==> src/rtl/sha256_msg_ctrl_pkg.sv <==
// -----------------------------------------------------------------------------
// sha256_ctrl_pkg
// Shared types and constants for the SHA-256 message controller:
//   state_e    - controller FSM states
//   pad_mode_e - which kind of padded block sha256_pad_gen should build
//   block geometry constants (bytes per block, length field size/position)
// -----------------------------------------------------------------------------
package sha256_ctrl_pkg;

  localparam int         BLOCK_BYTES = 64;
  localparam int         LEN_BYTES   = 8;
  localparam logic [7:0] PAD_BYTE    = 8'h80;
  localparam int         LEN_SLOT    = 56;

  // Highest last-byte index that still leaves room for the 0x80 marker
  // ahead of the length field in the same block.
  localparam int         LAST_SINGLE = LEN_SLOT - 2;

  typedef enum logic [2:0] {
    FILL,
    PAD,
    ISSUE,
    HOLD,
    BUSY,
    DONE
  } state_e;

  typedef enum logic [1:0] {
    PAD_SINGLE,        // data, 0x80, zeros, length
    PAD_FIRST_OF_TWO,  // data, 0x80 (if room), zeros; length follows in next block
    PAD_LEN_ONLY       // optional 0x80 at byte 0, zeros, length
  } pad_mode_e;

endpackage

==> src/rtl/sha256_msg_ctrl_if.sv <==
// -----------------------------------------------------------------------------
// sha256_msg_ctrl_if
// Bundles the three handshakes around the message controller:
//   byte stream  : s_tdata_i, s_tvalid_i, s_tlast_i -> s_tready_o
//   hasher       : hash_mode_o, hash_block_o, hash_first_o, hash_valid_o,
//                  hash_ready_i, digest_i
//   digest output: digest_o, dig_valid_o -> dig_ready_i
// Signal suffixes are from the controller's point of view.
// modport slave  - the controller itself
// modport master - its environment (byte source, hasher, digest consumer)
// -----------------------------------------------------------------------------
interface sha256_msg_ctrl_if;

  logic [7:0]   s_tdata_i;
  logic         s_tvalid_i;
  logic         s_tlast_i;
  logic         s_tready_o;

  logic         hash_mode_o;
  logic [511:0] hash_block_o;
  logic         hash_first_o;
  logic         hash_valid_o;
  logic         hash_ready_i;
  logic [255:0] digest_i;

  logic [255:0] digest_o;
  logic         dig_valid_o;
  logic         dig_ready_i;

  modport slave (
    input  s_tdata_i, s_tvalid_i, s_tlast_i, hash_ready_i, digest_i, dig_ready_i,
    output s_tready_o, hash_mode_o, hash_block_o, hash_first_o, hash_valid_o,
           digest_o, dig_valid_o
  );

  modport master (
    output s_tdata_i, s_tvalid_i, s_tlast_i, hash_ready_i, digest_i, dig_ready_i,
    input  s_tready_o, hash_mode_o, hash_block_o, hash_first_o, hash_valid_o,
           digest_o, dig_valid_o
  );

endinterface

==> src/rtl/sha256_pad_gen.sv <==
// -----------------------------------------------------------------------------
// sha256_pad_gen
// Combinational builder for the padded SHA-256 blocks.
//   buf_i      - partially filled block, byte 0 at [511:504]
//   last_idx_i - index of the final message byte within buf_i
//   bit_len_i  - message length in bits (64-bit big-endian field)
//   mode_i     - single block / first of two / length-only
//   block_o    - padded block
// -----------------------------------------------------------------------------
module sha256_pad_gen
  import sha256_ctrl_pkg::*;
(
  input  logic [BLOCK_BYTES*8-1:0] buf_i,
  input  logic [5:0]               last_idx_i,
  input  logic [LEN_BYTES*8-1:0]   bit_len_i,
  input  pad_mode_e                mode_i,
  output logic [BLOCK_BYTES*8-1:0] block_o
);

  always_comb begin
    // NOTE: block_o gets a full default first so no path through this
    // process leaves it unassigned, which would infer a latch.
    block_o = '0;

    if (mode_i != PAD_LEN_ONLY) begin
      for (int j = 0; j < BLOCK_BYTES; j++) begin
        if (j <= int'(last_idx_i)) begin
          block_o[(BLOCK_BYTES-1-j)*8 +: 8] = buf_i[(BLOCK_BYTES-1-j)*8 +: 8];
        end else if (j == int'(last_idx_i) + 1) begin
          block_o[(BLOCK_BYTES-1-j)*8 +: 8] = PAD_BYTE;
        end
      end
    end

    // A message ending exactly on a block boundary had no room for the
    // marker, so it opens the length-only block instead.
    if (mode_i == PAD_LEN_ONLY && last_idx_i == 6'(BLOCK_BYTES - 1)) begin
      block_o[BLOCK_BYTES*8-1 -: 8] = PAD_BYTE;
    end

    if (mode_i != PAD_FIRST_OF_TWO) begin
      block_o[LEN_BYTES*8-1:0] = bit_len_i;
    end
  end

endmodule

==> src/rtl/sha256_msg_ctrl.sv <==
// -----------------------------------------------------------------------------
// sha256_msg_ctrl
// Sequences a SHA-256 stream hasher for byte-serial messages: packs bytes
// big-endian into 512-bit blocks, applies padding and the 64-bit bit length,
// issues first/next blocks and returns each digest over valid/ready.
// Ports:
//   clk, reset_n - clock, asynchronous active-low reset
//   bus (slave)  - byte stream in, hasher block/handshake, digest out
// Parameters:
//   LEN_W - byte counter width (wraps modulo 2**LEN_W)
//   MODE  - constant driven on hash_mode_o (1 = SHA-256, 0 = SHA-224)
// -----------------------------------------------------------------------------
module sha256_msg_ctrl
  import sha256_ctrl_pkg::*;
#(
  parameter int LEN_W = 32,
  parameter bit MODE  = 1'b1
) (
  input  logic             clk,
  input  logic             reset_n,
  sha256_msg_ctrl_if.slave bus
);

  state_e                   state_q, state_d;
  logic [BLOCK_BYTES*8-1:0] buf_q, buf_d;
  logic [5:0]               idx_q, idx_d;
  logic [5:0]               last_idx_q, last_idx_d;
  logic [LEN_W-1:0]         count_q, count_d;
  logic                     more_q, more_d;     // another block follows
  logic                     pend_q, pend_d;     // next block is length-only
  logic                     first_q, first_d;
  logic [255:0]             digest_q, digest_d;
  logic                     dig_valid_q, dig_valid_d;

  logic                     byte_acc;
  logic                     idx_at_end;
  logic                     needs_two;
  pad_mode_e                pad_mode;
  logic [BLOCK_BYTES*8-1:0] pad_block;
  logic [LEN_BYTES*8-1:0]   bit_len;

  assign byte_acc   = (state_q == FILL) && bus.s_tvalid_i;
  assign idx_at_end = (idx_q == 6'(BLOCK_BYTES - 1));
  assign needs_two  = (last_idx_q > 6'(LAST_SINGLE));
  assign bit_len    = (LEN_BYTES*8)'(count_q) << 3;

  // The same generator serves PAD (data block) and the BUSY->ISSUE step
  // that builds the trailing length-only block.
  assign pad_mode = (state_q == BUSY) ? PAD_LEN_ONLY
                  : (needs_two ? PAD_FIRST_OF_TWO : PAD_SINGLE);

  sha256_pad_gen u_pad_gen (
    .buf_i      (buf_q),
    .last_idx_i (last_idx_q),
    .bit_len_i  (bit_len),
    .mode_i     (pad_mode),
    .block_o    (pad_block)
  );

  // ---------------------------------------------------------------------------
  // FSM: state register
  // ---------------------------------------------------------------------------
  always_ff @(posedge clk or negedge reset_n) begin
    // NOTE: sequential state uses non-blocking assignments so every register
    // samples the values from before the clock edge.
    if (!reset_n) begin
      state_q <= FILL;
    end else begin
      state_q <= state_d;
    end
  end

  // ---------------------------------------------------------------------------
  // FSM: next-state logic
  // ---------------------------------------------------------------------------
  always_comb begin
    state_d = state_q;
    unique case (state_q)
      FILL: begin
        if (byte_acc) begin
          if (bus.s_tlast_i)   state_d = PAD;
          else if (idx_at_end) state_d = ISSUE;
        end
      end
      PAD:   state_d = ISSUE;
      ISSUE: if (bus.hash_ready_i) state_d = HOLD;
      // The hasher's ready flag lags the valid strobe by a cycle.
      HOLD:  state_d = BUSY;
      BUSY: begin
        if (bus.hash_ready_i) begin
          if (more_q) state_d = pend_q ? ISSUE : FILL;
          else        state_d = DONE;
        end
      end
      DONE:    if (bus.dig_ready_i) state_d = FILL;
      default: state_d = FILL;
    endcase
  end

  // ---------------------------------------------------------------------------
  // FSM: outputs
  // ---------------------------------------------------------------------------
  always_comb begin
    bus.s_tready_o   = (state_q == FILL);
    bus.hash_valid_o = (state_q == ISSUE) && bus.hash_ready_i;
  end

  assign bus.hash_mode_o  = MODE;
  assign bus.hash_block_o = buf_q;
  assign bus.hash_first_o = first_q;
  assign bus.digest_o     = digest_q;
  assign bus.dig_valid_o  = dig_valid_q;

  // ---------------------------------------------------------------------------
  // Datapath next-state: block buffer, counters, flags, digest
  // ---------------------------------------------------------------------------
  always_comb begin
    buf_d       = buf_q;
    idx_d       = idx_q;
    last_idx_d  = last_idx_q;
    count_d     = count_q;
    more_d      = more_q;
    pend_d      = pend_q;
    first_d     = first_q;
    digest_d    = digest_q;
    dig_valid_d = dig_valid_q;

    unique case (state_q)
      FILL: begin
        if (byte_acc) begin
          buf_d[(BLOCK_BYTES-1-int'(idx_q))*8 +: 8] = bus.s_tdata_i;
          count_d = count_q + LEN_W'(1);
          if (bus.s_tlast_i) begin
            last_idx_d = idx_q;
          end else if (idx_at_end) begin
            // Index stays at 63; it is cleared after the block is hashed.
            more_d = 1'b1;
            pend_d = 1'b0;
          end else begin
            idx_d = idx_q + 6'd1;
          end
        end
      end
      PAD: begin
        buf_d  = pad_block;
        more_d = needs_two;
        pend_d = needs_two;
      end
      ISSUE: begin
        if (bus.hash_ready_i) first_d = 1'b0;
      end
      BUSY: begin
        if (bus.hash_ready_i) begin
          if (more_q) begin
            idx_d = '0;
            if (pend_q) begin
              buf_d  = pad_block;
              more_d = 1'b0;
              pend_d = 1'b0;
            end else begin
              buf_d = '0;
            end
          end else begin
            digest_d    = bus.digest_i;
            dig_valid_d = 1'b1;
          end
        end
      end
      DONE: begin
        if (bus.dig_ready_i) begin
          dig_valid_d = 1'b0;
          count_d     = '0;
          idx_d       = '0;
          buf_d       = '0;
          first_d     = 1'b1;
        end
      end
      default: ;
    endcase
  end

  always_ff @(posedge clk or negedge reset_n) begin
    if (!reset_n) begin
      // NOTE: the block buffer is a flop bank rather than a RAM, so it is
      // reset with the rest of the state and no stale bytes survive reset.
      buf_q       <= '0;
      idx_q       <= '0;
      last_idx_q  <= '0;
      count_q     <= '0;
      more_q      <= 1'b0;
      pend_q      <= 1'b0;
      first_q     <= 1'b1;
      digest_q    <= '0;
      dig_valid_q <= 1'b0;
    end else begin
      buf_q       <= buf_d;
      idx_q       <= idx_d;
      last_idx_q  <= last_idx_d;
      count_q     <= count_d;
      more_q      <= more_d;
      pend_q      <= pend_d;
      first_q     <= first_d;
      digest_q    <= digest_d;
      dig_valid_q <= dig_valid_d;
    end
  end

endmodule

==> src/flat_wrapper.sv <==
// flat-port wrapper written by rule: the top's interface ports become plain ports
module sha256_msg_ctrl_flat import sha256_ctrl_pkg::*;
#(
  parameter int LEN_W = 32,
  parameter bit MODE  = 1'b1
)
  (clk, reset_n, bus_s_tdata_i, bus_s_tvalid_i, bus_s_tlast_i, bus_hash_ready_i, bus_digest_i, bus_dig_ready_i, bus_s_tready_o, bus_hash_mode_o, bus_hash_block_o, bus_hash_first_o, bus_hash_valid_o, bus_digest_o, bus_dig_valid_o);
  sha256_msg_ctrl_if bus_i ();
  input  logic clk;
  input  logic reset_n;
  input wire logic [$bits(bus_i.s_tdata_i)-1:0] bus_s_tdata_i;
  input wire logic [$bits(bus_i.s_tvalid_i)-1:0] bus_s_tvalid_i;
  input wire logic [$bits(bus_i.s_tlast_i)-1:0] bus_s_tlast_i;
  input wire logic [$bits(bus_i.hash_ready_i)-1:0] bus_hash_ready_i;
  input wire logic [$bits(bus_i.digest_i)-1:0] bus_digest_i;
  input wire logic [$bits(bus_i.dig_ready_i)-1:0] bus_dig_ready_i;
  output wire logic [$bits(bus_i.s_tready_o)-1:0] bus_s_tready_o;
  output wire logic [$bits(bus_i.hash_mode_o)-1:0] bus_hash_mode_o;
  output wire logic [$bits(bus_i.hash_block_o)-1:0] bus_hash_block_o;
  output wire logic [$bits(bus_i.hash_first_o)-1:0] bus_hash_first_o;
  output wire logic [$bits(bus_i.hash_valid_o)-1:0] bus_hash_valid_o;
  output wire logic [$bits(bus_i.digest_o)-1:0] bus_digest_o;
  output wire logic [$bits(bus_i.dig_valid_o)-1:0] bus_dig_valid_o;
  assign bus_i.s_tdata_i = bus_s_tdata_i;
  assign bus_i.s_tvalid_i = bus_s_tvalid_i;
  assign bus_i.s_tlast_i = bus_s_tlast_i;
  assign bus_i.hash_ready_i = bus_hash_ready_i;
  assign bus_i.digest_i = bus_digest_i;
  assign bus_i.dig_ready_i = bus_dig_ready_i;
  assign bus_s_tready_o = bus_i.s_tready_o;
  assign bus_hash_mode_o = bus_i.hash_mode_o;
  assign bus_hash_block_o = bus_i.hash_block_o;
  assign bus_hash_first_o = bus_i.hash_first_o;
  assign bus_hash_valid_o = bus_i.hash_valid_o;
  assign bus_digest_o = bus_i.digest_o;
  assign bus_dig_valid_o = bus_i.dig_valid_o;
  sha256_msg_ctrl #(.LEN_W(LEN_W), .MODE(MODE)) u_core (.clk(clk), .reset_n(reset_n), .bus(bus_i));
endmodule
==> config.mk <==
export PLATFORM = sky130hd
export DESIGN_NAME = sha256_msg_ctrl_flat
export DESIGN_NICKNAME = d
export VERILOG_FILES = /design/src/rtl/sha256_msg_ctrl_pkg.sv /design/src/rtl/sha256_msg_ctrl_if.sv /design/src/rtl/sha256_pad_gen.sv /design/src/rtl/sha256_msg_ctrl.sv /design/src/flat_wrapper.sv
export SDC_FILE = /design/constraint.sdc
export NUM_CORES = 2
export LEC_CHECK = 0
export CORE_AREA = 5 5 401 403
export CTS_CLUSTER_SIZE = 14
export DETAILED_ROUTE_END_ITERATION = 8
export DIE_AREA = 0 0 406 408
export SLEW_MARGIN = 10
export SYNTH_ARGS = -nofsm -noshare
export SYNTH_HDL_FRONTEND = slang
export SYNTH_HIERARCHICAL = 1
export SYNTH_SLANG_ARGS = --single-unit
==> constraint.sdc <==
create_clock -name clk -period 3.3 [get_ports clk]
set_input_delay 0.495 -clock clk [delete_from_list [all_inputs] [get_ports clk]]
set_output_delay 0.495 -clock clk [all_outputs]
set_load 0.005 [all_outputs]
==> qor.csv <==
stage,metric,value,unit
logic_synthesis,yosysWarnings,6,
sta,drv_slew,0,
power_and_ir_drop,p_leak,25.2,nW
cts,cts_buffers,99,
worst_setup_path,worst_setup_path_end_kind,flip-flop,
finish,fin_area,60900,µm²
floorplan,core-area,157000,µm²
logic_synthesis,synth_top_area_cell,dfrtp_1,
logic_synthesis,synth_edf_count,0,
global_route,grt_pass1_wl,313,mm
power_and_ir_drop,p_int,28.6,mW
cts,clkSinkCount,819,
route,num_vias,39996,
global_route,grt_max_degree,165,
sta,fin_crit,3.20,ns
flow_run,maxCapViolCount,0,
logic_synthesis,ys_seq_area_share,47.7,%
floorplan,pin_count,1043,
sta,worst_slew_pin_slew,1.39,ns
worst_setup_path,cp-startpoint,u_core/idx_q[1],
logic_synthesis,synth-async-reset-ratio,100,%
sta,rsz0062_at_grt,no,
worst_setup_path,cp_data_arrival_time,3.85,ns
global_route,met2_usage,45.8,%
placement,place_area,57400,µm²
logic_synthesis,syn_inst,4182,
placement,dp_hpwl,174,mm
worst_hold_path,hp-class,input pin to asynchronous set/reset pin,
power_and_ir_drop,p_per_area,790,nW/µm²
route,wl,225,mm
global_route,antenna_found_initial,23,
route,wl_per_cell,29.9,µm
global_route,gr-max-usage-layer,met2,
floorplan,num_rows,146,
route,viasPerCell,5.32,
sta,finalWorstSetupSlack,0.102,ns
worst_setup_path,worstReg2RegStart,u_core/idx_q[1],
finish,layout.nets,5634,
floorplan,die_y,408,µm
cts,htree_levels,3,
logic_synthesis,synth-seq-cells,819,
sta,max_freq,0.313,GHz
placement,pre_cts_slack,0.124,ns
floorplan,die_area,166000,µm²
global_route,first_global_vias,39824,
sta,period_share,96.9,%
logic_synthesis,synth.most_common_cell,dfrtp_1,
logic_synthesis,netlist_top_cells_count,"dfrtp_1 (818), mux2_2 (570), nand2_1 (521), o21ai_0 (394), and2_1 (335)",
power_and_ir_drop,peakVddDrop,0.000586,V
worst_setup_path,slowest_delay,0.79,ns
cts,clock_latency,0.73,ns
placement,io_buffers,1041,
power_and_ir_drop,p_sw,19.5,mW
sta,hold_violations,0,
logic_synthesis,ys_types,98,
global_route,grt_overflow,0,
floorplan,die_w,406,µm
worst_setup_path,slowest_stage,nor2_1,
cts,cts-root-buf,clkbuf_16,
floorplan,start_util,27.4,%
worst_setup_path,path_cells,ha_1 -> buf_4 -> nand2b_1 -> nor2_1 -> nand2_1 -> o21ai_0 -> mux2_2,
logic_synthesis,avgSynthCellArea,10.3,µm²
global_route,grt.total_usage,26.2,%
finish,regArea,20500,µm²
finish,multiInputGateArea,21400,µm²
route,drt-pass1-iter-count,7,
placement,place.gp.congestion,0.955,
logic_synthesis,netlist_area,43000,µm²
logic_synthesis,synth_top_area_share,47.6,%
worst_setup_path,cp_max_fo,12,
worst_setup_path,critPathKind,flip-flop to flip-flop,
finish,nFillCells,15541,
global_route,globalRouteMet1Util,28.7,%
cts,cts_buffer_depth,3,
logic_synthesis,ys.flop_type,dfrtp_1,
sta,finalSetupTns,0,ns
placement,place_inst,7328,
power_and_ir_drop,power_frac_comb,45.7,%
route,drc,0,
sta,fin_worst_skew,0.0748,ns
power_and_ir_drop,power_frac_seq,30.0,%
run_status,status,finished clean,
finish,instances_no_fill,7523,
worst_setup_path,worst_setup_path_start_kind,flip-flop,
route,final_antenna_net_count,0,
cts,clk_pin_slew,0.06,ns
cts,cts_tree,done,
logic_synthesis,synthTopCellsByArea,"dfrtp_1 (48%), mux2_2 (15%), and2_1 (4.9%)",
global_route,use_met3,6.83,%
sta,relSlewSlack,7.19,%
finish,drive_gt1_share,21.5,%
power_and_ir_drop,swShare,40.6,%
power_and_ir_drop,clockPowerShare,24.3,%
worst_setup_path,cp.required,3.95,ns
finish,syn2layout_area_growth,41.7,%
route,drt_iter0_markers,3895,
sta,setup_viol,0,
per-layer routing:
metal  up-vias  wire [µm]
met5         -        103
met4        16      15100
met3       501      19300
met2      2073     113000
met1     20109      78000
li1      17297          -
final timing paths:
path                       slack (ns)  cells past startpoint                    endpoint
setup / recovery                 0.10                      7                   flip-flop
hold / removal                   0.38                      2  asynchronous set/reset pin
setup reg to reg                 0.10                      7                   flip-flop
hold reg to reg                  0.49                      2     u_core/bus.hash_first_o
max in group asynchronous        1.77                      3  asynchronous set/reset pin
min in group clk                 0.38                      2     u_core/bus.digest_o[85]
final cells by class:
type | count | share of cell area, %
Tap cell | 2072 | 4.26
Antenna cell | 10 | 0.0411
Multi-Input combinational cell | 3099 | 35.1
Clock inverter | 44 | 1.04
Timing Repair Buffer | 1327 | 21.2
Inverter | 15 | 0.0924
Clock buffer | 137 | 4.62
Sequential cell | 819 | 33.7
power by group through the flow:
stage	Sequential, mW	Clock [mW]	Combinational [mW]
6_report	14.4	11.7	22.0
5_1_grt	14.7	12.4	22.8
4_1_cts	14.4	12.0	21.8
3_5_place_dp	14.5	0	21.7
3_3_place_gp	14.5	0	21.6
2_1_floorplan	14.2	0	9.27
what timing repair did:
item | in CTS | in global routing
endpoints found under the setup margin | 0 | 61
hold buffers | 1 | 0
buffers inserted | 0 | 3
hold endpoints to repair | 32 | 0
resized for setup | 0 | 8
critical path: cells and delay by family (launching register included):
family | cells | cell delay, ns
and+or+nand+nor | 3 | 1.45
adders and majority gates | 1 | 0.51
DFF | 1 | 0.44
AOI/OAI and AO/OA | 1 | 0.28
buffers and inverters | 1 | 0.27
muxes | 1 | 0.18
through the flow:
stage / util, % / power [mW] / hold slack, ns
after global placement: 36.5 / 36.1 / 0.482
after global routing: 38.8 / 49.9 / 0.346
after detailed placement: 36.5 / 36.2 / 0.486
after floorplan: - / 23.5 / 0.199
after CTS: 38.7 / 48.1 / 0.306
final: 38.8 / 48.1 / 0.378
logic make-up after synthesis:
group / count (synthesis) / synth area share, %
adders and majority gates: 3 / 0.0873
other: 2 / 0.0175
muxes: 585 / 15.4
AOI/OAI and AO/OA: 1057 / 16.6
buffers and inverters: 295 / 3.27
and+or+nand+nor: 1395 / 16.5
xor gates and xnor gates: 26 / 0.547
DFF: 819 / 47.7
layout by cell type, fill, tap and decap left out, types with 26 or more instances in the layout:
cell type        synthesis  final
nand3_1                 60     59
nor2_1                 212    209
clkdlybuf4s50_1          0   1039
conb_1                   2     33
and3_1                  52     52
a32oi_1                 76     76
nor3_1                  41     39
a22oi_1                113    113
a21oi_4                 24     26
o21ai_0                394    394
clkbuf_16                0    101
mux2_2                 570    570
buf_12                   1     29
buf_4                   25    257
nor2b_1                 31     31
dfrtp_1                818    815
a21oi_1                170    168
a22o_1                  86     86
nand2_1                521    519
and2_1                 335    335
Power figures use the tool's default switching activity.
